File: src/rtl/ahb_lite_master_port_if.sv
// Request/response stream and AHB-Lite bus signals of the master port.
// The master modport is the port's own view; the slave modport is the core plus bus fabric.
interface ahb_lite_master_port_if;
   logic        req_valid;
   logic        req_ready;
   logic [31:0] req_addr;
   logic        req_write;
   logic [1:0]  req_size;
   logic [31:0] req_wdata;
   logic        rsp_valid;
   logic [31:0] rsp_rdata;
   logic        rsp_err;
   logic [31:0] HADDR;
   logic [1:0]  HTRANS;
   logic        HWRITE;
   logic [2:0]  HSIZE;
   logic [2:0]  HBURST;
   logic [3:0]  HPROT;
   logic [31:0] HWDATA;
   logic        HREADY;
   logic        HRESP;
   logic [31:0] HRDATA;

   modport master (
      input  req_valid, req_addr, req_write, req_size, req_wdata,
      output req_ready, rsp_valid, rsp_rdata, rsp_err,
      output HADDR, HTRANS, HWRITE, HSIZE, HBURST, HPROT, HWDATA,
      input  HREADY, HRESP, HRDATA
   );

   modport slave (
      output req_valid, req_addr, req_write, req_size, req_wdata,
      input  req_ready, rsp_valid, rsp_rdata, rsp_err,
      input  HADDR, HTRANS, HWRITE, HSIZE, HBURST, HPROT, HWDATA,
      output HREADY, HRESP, HRDATA
   );
endinterface

File: src/rtl/ahb_lite_master_port.sv
// AHB-Lite single-transfer master: valid/ready requests -> pipelined NONSEQ transfers, 2-cycle min latency.
// req_ready drops while the address phase is stalled by HREADY or an ERROR; responses are never backpressured.
module ahb_lite_master_port #(
   parameter logic [3:0] HPROT_VAL = 4'b0011
) (
   input  logic                    HCLK,
   input  logic                    HRESETn,
   ahb_lite_master_port_if.master  bus
);
   logic        a_v_q, a_v_d;
   logic [31:0] a_addr_q, a_addr_d;
   logic        a_write_q, a_write_d;
   logic [2:0]  a_size_q, a_size_d;
   logic [31:0] a_wdata_q, a_wdata_d;
   logic        d_v_q, d_v_d;
   logic [1:0]  d_addr_lo_q, d_addr_lo_d;
   logic        d_write_q, d_write_d;
   logic [1:0]  d_size_q, d_size_d;
   logic [31:0] d_wdata_q, d_wdata_d;
   logic        err2_q, err2_d;
   logic        rsp_valid_q, rsp_valid_d;
   logic        rsp_err_q, rsp_err_d;
   logic [31:0] rsp_rdata_q, rsp_rdata_d;

   logic        adv;
   logic        accept;
   logic        complete;
   logic [31:0] rd_shift;
   logic [31:0] rd_data;
   logic [2:0]  req_hsize;
   logic [31:0] req_haddr;
   logic [31:0] req_hwdata;

   // The pipeline only moves on a ready edge outside the second ERROR cycle.
   assign adv        = bus.HREADY & ~err2_q;
   assign accept     = bus.req_valid & bus.req_ready;
   assign complete   = d_v_q & bus.HREADY;
   assign bus.req_ready = ~a_v_q | adv;

   assign bus.HADDR  = a_addr_q;
   assign bus.HWRITE = a_write_q;
   assign bus.HSIZE  = a_size_q;
   assign bus.HTRANS = (a_v_q & ~err2_q) ? 2'b10 : 2'b00;
   assign bus.HBURST = 3'b000;
   assign bus.HPROT  = HPROT_VAL;
   assign bus.HWDATA = d_wdata_q;
   assign bus.rsp_valid = rsp_valid_q;
   assign bus.rsp_err   = rsp_err_q;
   assign bus.rsp_rdata = rsp_rdata_q;

   always_comb begin
      req_hsize  = bus.req_size[1] ? 3'b010 : {1'b0, bus.req_size};
      req_haddr  = bus.req_size[1] ? {bus.req_addr[31:2], 2'b00} :
                   bus.req_size[0] ? {bus.req_addr[31:1], 1'b0} : bus.req_addr;
      req_hwdata = bus.req_size[1] ? bus.req_wdata :
                   bus.req_size[0] ? {2{bus.req_wdata[15:0]}} : {4{bus.req_wdata[7:0]}};
      rd_shift   = bus.HRDATA >> {d_addr_lo_q, 3'b000};
      case (d_size_q)
         2'b00:   rd_data = {24'b0, rd_shift[7:0]};
         2'b01:   rd_data = {16'b0, rd_shift[15:0]};
         default: rd_data = rd_shift;
      endcase
   end

   always_comb begin
      a_v_d       = a_v_q;
      a_addr_d    = a_addr_q;
      a_write_d   = a_write_q;
      a_size_d    = a_size_q;
      a_wdata_d   = a_wdata_q;
      d_v_d       = d_v_q;
      d_addr_lo_d = d_addr_lo_q;
      d_write_d   = d_write_q;
      d_size_d    = d_size_q;
      d_wdata_d   = d_wdata_q;
      if (adv) begin
         d_v_d       = a_v_q;
         d_addr_lo_d = a_addr_q[1:0];
         d_write_d   = a_write_q;
         d_size_d    = a_size_q[1:0];
         d_wdata_d   = a_wdata_q;
         a_v_d       = 1'b0;
      end else if (err2_q & bus.HREADY) begin
         d_v_d = 1'b0;
      end
      if (accept) begin
         a_v_d     = 1'b1;
         a_addr_d  = req_haddr;
         a_write_d = bus.req_write;
         a_size_d  = req_hsize;
         a_wdata_d = req_hwdata;
      end
      // err2 covers the second ERROR cycle and holds if the slave extends it.
      err2_d      = ~bus.HREADY & (err2_q | (d_v_q & bus.HRESP));
      rsp_valid_d = complete;
      rsp_err_d   = complete & bus.HRESP;
      rsp_rdata_d = (complete & ~d_write_q) ? rd_data : 32'b0;
   end

   always_ff @(posedge HCLK or negedge HRESETn) begin
      if (!HRESETn) begin
         a_v_q       <= 1'b0;
         a_addr_q    <= 32'b0;
         a_write_q   <= 1'b0;
         a_size_q    <= 3'b0;
         a_wdata_q   <= 32'b0;
         d_v_q       <= 1'b0;
         d_addr_lo_q <= 2'b0;
         d_write_q   <= 1'b0;
         d_size_q    <= 2'b0;
         d_wdata_q   <= 32'b0;
         err2_q      <= 1'b0;
         rsp_valid_q <= 1'b0;
         rsp_err_q   <= 1'b0;
         rsp_rdata_q <= 32'b0;
      end else begin
         a_v_q       <= a_v_d;
         a_addr_q    <= a_addr_d;
         a_write_q   <= a_write_d;
         a_size_q    <= a_size_d;
         a_wdata_q   <= a_wdata_d;
         d_v_q       <= d_v_d;
         d_addr_lo_q <= d_addr_lo_d;
         d_write_q   <= d_write_d;
         d_size_q    <= d_size_d;
         d_wdata_q   <= d_wdata_d;
         err2_q      <= err2_d;
         rsp_valid_q <= rsp_valid_d;
         rsp_err_q   <= rsp_err_d;
         rsp_rdata_q <= rsp_rdata_d;
      end
   end
endmodule

File: src/flat_wrapper.sv
// flat-port wrapper written by rule: the top's interface ports become plain ports
module ahb_lite_master_port_flat 
#(
   parameter logic [3:0] HPROT_VAL = 4'b0011
)
  (HCLK, HRESETn, bus_req_valid, bus_req_addr, bus_req_write, bus_req_size, bus_req_wdata, bus_req_ready, bus_rsp_valid, bus_rsp_rdata, bus_rsp_err, bus_HADDR, bus_HTRANS, bus_HWRITE, bus_HSIZE, bus_HBURST, bus_HPROT, bus_HWDATA, bus_HREADY, bus_HRESP, bus_HRDATA);
  ahb_lite_master_port_if bus_i ();
  input  logic HCLK;
  input  logic HRESETn;
  input wire logic [$bits(bus_i.req_valid)-1:0] bus_req_valid;
  input wire logic [$bits(bus_i.req_addr)-1:0] bus_req_addr;
  input wire logic [$bits(bus_i.req_write)-1:0] bus_req_write;
  input wire logic [$bits(bus_i.req_size)-1:0] bus_req_size;
  input wire logic [$bits(bus_i.req_wdata)-1:0] bus_req_wdata;
  output wire logic [$bits(bus_i.req_ready)-1:0] bus_req_ready;
  output wire logic [$bits(bus_i.rsp_valid)-1:0] bus_rsp_valid;
  output wire logic [$bits(bus_i.rsp_rdata)-1:0] bus_rsp_rdata;
  output wire logic [$bits(bus_i.rsp_err)-1:0] bus_rsp_err;
  output wire logic [$bits(bus_i.HADDR)-1:0] bus_HADDR;
  output wire logic [$bits(bus_i.HTRANS)-1:0] bus_HTRANS;
  output wire logic [$bits(bus_i.HWRITE)-1:0] bus_HWRITE;
  output wire logic [$bits(bus_i.HSIZE)-1:0] bus_HSIZE;
  output wire logic [$bits(bus_i.HBURST)-1:0] bus_HBURST;
  output wire logic [$bits(bus_i.HPROT)-1:0] bus_HPROT;
  output wire logic [$bits(bus_i.HWDATA)-1:0] bus_HWDATA;
  input wire logic [$bits(bus_i.HREADY)-1:0] bus_HREADY;
  input wire logic [$bits(bus_i.HRESP)-1:0] bus_HRESP;
  input wire logic [$bits(bus_i.HRDATA)-1:0] bus_HRDATA;
  assign bus_i.req_valid = bus_req_valid;
  assign bus_i.req_addr = bus_req_addr;
  assign bus_i.req_write = bus_req_write;
  assign bus_i.req_size = bus_req_size;
  assign bus_i.req_wdata = bus_req_wdata;
  assign bus_req_ready = bus_i.req_ready;
  assign bus_rsp_valid = bus_i.rsp_valid;
  assign bus_rsp_rdata = bus_i.rsp_rdata;
  assign bus_rsp_err = bus_i.rsp_err;
  assign bus_HADDR = bus_i.HADDR;
  assign bus_HTRANS = bus_i.HTRANS;
  assign bus_HWRITE = bus_i.HWRITE;
  assign bus_HSIZE = bus_i.HSIZE;
  assign bus_HBURST = bus_i.HBURST;
  assign bus_HPROT = bus_i.HPROT;
  assign bus_HWDATA = bus_i.HWDATA;
  assign bus_i.HREADY = bus_HREADY;
  assign bus_i.HRESP = bus_HRESP;
  assign bus_i.HRDATA = bus_HRDATA;
  ahb_lite_master_port #(.HPROT_VAL(HPROT_VAL)) u_core (.HCLK(HCLK), .HRESETn(HRESETn), .bus(bus_i));
endmodule
File: config.mk
export PLATFORM = sky130hd
export DESIGN_NAME = ahb_lite_master_port_flat
export DESIGN_NICKNAME = d
export VERILOG_FILES = /design/src/rtl/ahb_lite_master_port_if.sv /design/src/rtl/ahb_lite_master_port.sv /design/src/flat_wrapper.sv
export SDC_FILE = /design/constraint.sdc
export NUM_CORES = 1
export LEC_CHECK = 0
export CORE_MARGIN = 2
export CORE_UTILIZATION = 35
export CTS_BUF_LIST = sky130_fd_sc_hd__clkbuf_8
export CTS_CLUSTER_SIZE = 16
export DETAILED_ROUTE_END_ITERATION = 10
export HOLD_SLACK_MARGIN = 0.1
export PLACE_DENSITY_LB_ADDON = 0.1
export SLEW_MARGIN = 20
export SYNTH_ARGS = -nofsm -noshare
export SYNTH_HDL_FRONTEND = slang
export SYNTH_SLANG_ARGS = --single-unit
File: constraint.sdc
create_clock -name HCLK -period 1.44 [get_ports HCLK]
set_input_delay 0.288 -clock HCLK [delete_from_list [all_inputs] [get_ports HCLK]]
set_output_delay 0.288 -clock HCLK [all_outputs]
set_load 0.01 [all_outputs]
==> results of run 1 <==
-- cell type report --
type	instances	area share
Inverter	10	0.00397
Clock buffer	18	0.0262
Timing Repair Buffer	262	0.286
Tap cell	220	0.0291
Clock inverter	14	0.0228
Multi-Input combinational cell	303	0.258
Sequential cell	141	0.373
-- cells in the final DEF (no fill, tap or decap), types with 17 or more instances in the layout --
cell type	netlist	layout
dfrtp_1	141	141
clkdlybuf4s50_1	0	102
nand2_1	94	94
clkdlybuf4s15_1	0	72
mux2_4	0	58
mux2i_1	33	33
buf_4	14	29
mux2_2	62	25
dlygate4sd2_1	0	20
clkbuf_8	0	18
nor2_1	17	17
-- logic make-up (layout without fill, tap and decap cells) --
kind of cell | Yosys count | in the layout | synth area share
simple gates | 142 | 142 | 0.106
other cells | 2 | 9 | 0.00126
buf+inv | 47 | 304 | 0.0466
flops | 141 | 141 | 0.590
compound gates | 36 | 36 | 0.0446
mux | 116 | 116 | 0.211
-- how the worst max path moves through the flow --
stage               slack (ns)  cells past startpoint                   end            start
global route             -0.21                      4         bus_req_ready    u_core.err2_q
finish                   -0.14                      4         bus_req_ready    u_core.err2_q
global placement         -0.53                      5         bus_req_ready       bus_HREADY
floorplan                0.003                      5  u_core.a_wdata_q[10]    u_core.err2_q
detailed placement       -0.53                      4  u_core.a_wdata_q[14]  bus_req_size[1]
CTS                      -0.21                      4         bus_req_ready    u_core.err2_q
-- critical path: stages (launching register included) --
cell,delay (ns)
dfrtp_1,0.39
nand2b_4,0.16
and2_4,0.16
inv_2,0.04
buf_6,0.09
-- power by group --
| group | internal (mW) | switching, mW | total, mW |
|---|---|---|---|
| combinational | 2.03 | 1.47 | 3.50 |
| clock | 2.11 | 1.59 | 3.71 |
| sequential | 4.69 | 0.399 | 5.09 |
-- through the flow --
step | util | instance area, sq um | total power [mW] | TNS [ns]
after floorplan | - | 6010 | 6.54 | 0
after global placement | 0.507 | 8430 | 8.33 | -40.81
after detailed placement | 0.507 | 8430 | 8.40 | -43.89
after CTS | 0.566 | 9430 | 12.4 | -6.44
after global routing | 0.568 | 9450 | 13.0 | -6.01
final | 0.568 | 9450 | 12.3 | -3.16
-- layer usage --
metal | part of all wire | up-vias
met4 | 0.011 | 0
li1 | - | 2111
met1 | 0.44 | 2199
met3 | 0.063 | 16
met2 | 0.48 | 148
met5 | 0 | -
-- timing repair --
action | CTS | global route
setup endpoints to repair | 168 | 132
resized for setup | 234 | 61
gates cloned | 7 | 0
endpoints found under the hold margin | 141 | 0
pin swaps | 2 | 1
hold buffers | 1 | 0
buffers inserted | 14 | 11
-- state kept, by name, indices dropped and copies added (netlist names), 2 cells and up --
signal	count
u_core.bus.HWDATA	32
u_core.bus.HADDR	32
u_core.d_size_q	2
u_core.d_addr_lo_q	2
u_core.a_wdata_q	32
u_core.bus.HSIZE	2
u_core.bus.rsp_rdata	32
==> impl_metrics.ini, run 1 <==
[grt]
groute.layer.met1.usage = 0.252
grt.total_usage = 0.194
grt_first_pass_wirelength_um = 27100
met2_usage = 0.322
grt_max_degree = 54
met3_usage = 0.0563
busiest_layer = met2
grt_pass1_vias = 4869
antenna_found_initial = 0
grt-ovfl-total = 0

[outcome]
run_status = finished, violations left
violations = negative setup slack

[logic_synthesis]
synthTopCellsByArea = dfrtp_1, mux2_2, nand2_1
syn_area_per_cell_sq_um = 12.4
async_flop_share = 1.00
ys_seq_area_frac = 0.590
synth_area_sq_um = 5980
synth_top_area_frac = 0.590
synth_cell_types = 30
yosysWarnings = 0
netlist_instances = 484
synth-edff-count = 0
synth_area_leader_cell = dfrtp_1
yosysMostFrequentCell = dfrtp_1
synth_flop_cell = dfrtp_1
synth_common_cells = dfrtp_1, nand2_1, mux2_2
ys_seq_elements = 141

[clock_network]
insertion_delay_ns = 0.45
cts.sinks = 141
cts-htree-levels = 4
clkTransAtPathRegs_ns = 0.08
clock-root-buffer = clkbuf_8
cts_tree = yes
cts_buffers = 17
cts_buffer_depth = 2

[worst_setup_path]
r2r_end = u_core.a_wdata_q[3]
required_ns = 1.15
cp.arrival_ns = 1.29
worstPathMaxFanout = 3
r2r_slack_ns = -0.14
critPathKind = flop to output pin
crit-reg2reg-launch = u_core.err2_q
end_kind = output pin
startpoint_type = flop
reg2regPathDepth = 6

[place]
post-place-ws_ns = -0.530
dpl.cell_count = 909
place_congestion = 0.767
post-dp-hpwl_um = 11100
portBuffers = 206

[sta]
min_period_over_period = 1.10
rsz0062_at_grt = true
setup_viol = 57
drv_slew = 0
finClkSkew_ns = 0.0119
max_freq_mhz = 633
period_needed_ns = 1.58
hold_viol = 0
setup_slack_ns = -0.140
fin_hold_ws_ns = 0.228

[layout]
multi_input_area_sq_um = 2440
syn2layout_area_growth_pct = 58.0
diodes = 0
fillCellCount = 1409
layout-drive-gt1-share = 0.258
stdcell_count = 968
nets = 839
final-seq-area_sq_um = 3530

[die]
fp.dieW_um = 135
rows = 47
initial_utilization = 0.359
fp.dieArea_sq_um = 18200
core-area_sq_um = 16600
die_h_um = 135
ios = 216

[detailed_routing]
wirelength_um = 17000
routed_via_density = 4.62
vias = 4474
drt_iter0_markers = 199
drcViolationCount = 0
drt_first_pass_iters = 4
ant_nets = 0
routedWlPerCell_um = 17.5

[power_and_ir_drop]
peakVddDrop_mv = 0.587
p_per_area_nw_per_um2 = 1300
leakagePower_nw = 4.50

[job]
max-cap-violations = 0

[min_path]
hold_path.class = primary input to async pin
No activity file was read; power rests on OpenSTA's default activity.
==> run 2, diff against run 1 <==
==> constraint.sdc (replaced) <==
create_clock -name HCLK -period 1.4 [get_ports HCLK]
set_input_delay 0.28 -clock HCLK [delete_from_list [all_inputs] [get_ports HCLK]]
set_output_delay 0.28 -clock HCLK [all_outputs]
set_load 0.01 [all_outputs]
==> run 2 against run 1 <==
  * The flow still finishes with violations (negative setup slack)
  * Sequential power increased by 3%
  * Clock power decreased by 12%
  * Via count unchanged
  * Clock skew decreased by 0.0013 ns
  * Critical endpoint unchanged
==> impl_metrics.ini, run 2 (synthesized netlist as in run 1, its figures left out) <==
[outcome]
run_status = finished, violations left
violations = negative setup slack

[die]
fp.dieArea_sq_um = 18200
die_h_um = 135
fp.dieW_um = 135
rows = 47
core-area_sq_um = 16600
ios = 216
initial_utilization = 0.359

[clock_network]
cts-htree-levels = 4
clock-root-buffer = clkbuf_8
clkTransAtPathRegs_ns = 0.08
insertion_delay_ns = 0.45
cts_buffers = 17
cts_tree = yes
cts.sinks = 141
cts_buffer_depth = 2

[layout]
fillCellCount = 1440
final_cell_mix = dfrtp_1, clkdlybuf4s50_1, nand2_1
final_common_cell = dfrtp_1
nets = 833
diodes = 0
syn2layout_area_growth_pct = 52.8
stdcell_count = 962
layout-drive-gt1-share = 0.305

[grt]
grt-ovfl-total = 0
grt_pass1_vias = 4886
grt_max_degree = 47
antenna_found_initial = 0
grt.total_usage = 0.191
grt_first_pass_wirelength_um = 26600

[sta]
finClkSkew_ns = 0.0106
rsz0062_at_grt = true
setup_viol = 69
hold_viol = 0
max_freq_mhz = 631
worst_pin_slew_ns = 0.507
setup_slack_ns = -0.184
min_period_over_period = 1.13
period_needed_ns = 1.58
drv_slew = 0
slew_headroom = 0.662

[detailed_routing]
wirelength_um = 16800
drcViolationCount = 0
drt_iter0_markers = 192
drt_first_pass_iters = 4
ant_nets = 0
routed_via_density = 4.65
vias = 4474
routedWlPerCell_um = 17.5

[place]
place_congestion = 0.761
post-place-ws_ns = -0.548
portBuffers = 206
post-dp-hpwl_um = 11100
dpl.cell_count = 909

[power_and_ir_drop]
peakVddDrop_mv = 0.616
p_per_area_nw_per_um2 = 1300
leakagePower_nw = 4.31

[worst_setup_path]
worstPathMaxFanout = 3
reg2regPathDepth = 6
timing.critical_path.slowest_cell_delay_ns = 0.39
critPathKind = flop to output pin
required_ns = 1.12
end_kind = output pin
startpoint_type = flop
crit_slowest_cell = dfrtp_1
r2r_slack_ns = -0.18
cp_cell_sequence = nand2b_4 > and2_4 > inv_2 > buf_6
cp.arrival_ns = 1.30

[job]
max-cap-violations = 0

[min_path]
hold_path.class = primary input to async pin
[run 2: final cells by class]
| class | instances | area [sq um] | area share |
|---|---|---|---|
| well taps | 220 | 275 | 0.0301 |
| multi-input cells | 303 | 2410 | 0.263 |
| flip-flops and latches | 141 | 3530 | 0.386 |
| repair buffers | 256 | 2500 | 0.274 |
| inverters | 10 | 37.5 | 0.00411 |
| clock buffers | 18 | 248 | 0.0271 |
| clock inverters | 14 | 144 | 0.0157 |
[run 2: per-layer routing]
metal | routed length, um | global-route usage
met5 | 0 | 0
met2 | 8300 | 0.318
met4 | 318 | 0.0696
met1 | 7180 | 0.242
met3 | 1030 | 0.0480
[run 2: final timing paths]
kind,from,to
setup / recovery,u_core.err2_q,bus_req_ready
hold / removal,HRESETn,u_core.bus.HADDR[21]
setup reg to reg,u_core.err2_q,u_core.bus.HADDR[12]
hold reg to reg,u_core.a_wdata_q[17],u_core.bus.HWDATA[17]
max in group asynchronous,HRESETn,u_core.bus.rsp_rdata[8]
min in group HCLK,bus_req_addr[0],u_core.bus.HADDR[0]
[run 2: stage by stage]
step                TNS, ns  instance area, sq um  hold WS, ns  total power [mW]   util
finish                -7.89                  9140        0.263              11.9  0.549
global route         -12.01                  9140        0.250              12.6  0.549
CTS                   -6.88                  9330        0.245              12.2  0.561
detailed placement   -47.93                  8420        0.164              8.63  0.506
global placement     -46.46                  8420        0.161              8.57  0.506
floorplan            -0.740                  6020      -0.0156              6.73      -
[run 2: critical path, delay by kind of cell, from the launching register on]
family	cells	cell delay [ns]
buf+inv	2	0.13
flops	1	0.39
simple gates	2	0.34
[run 2: repair_timing]
action | in CTS | in global routing
endpoints found under the hold margin | 141 | 0
gates cloned | 7 | 2
gates resized for setup | 279 | 63
hold buffers | 1 | 0
buffers inserted | 10 | 5
pin swaps | 0 | 1
setup endpoints to repair | 166 | 134
[run 2: power breakdown]
group	switching [mW]	total, mW	internal, mW
logic	1.49	3.39	1.90
clock network	1.64	3.27	1.63
registers	0.415	5.24	4.82
total	3.55	11.9	8.35
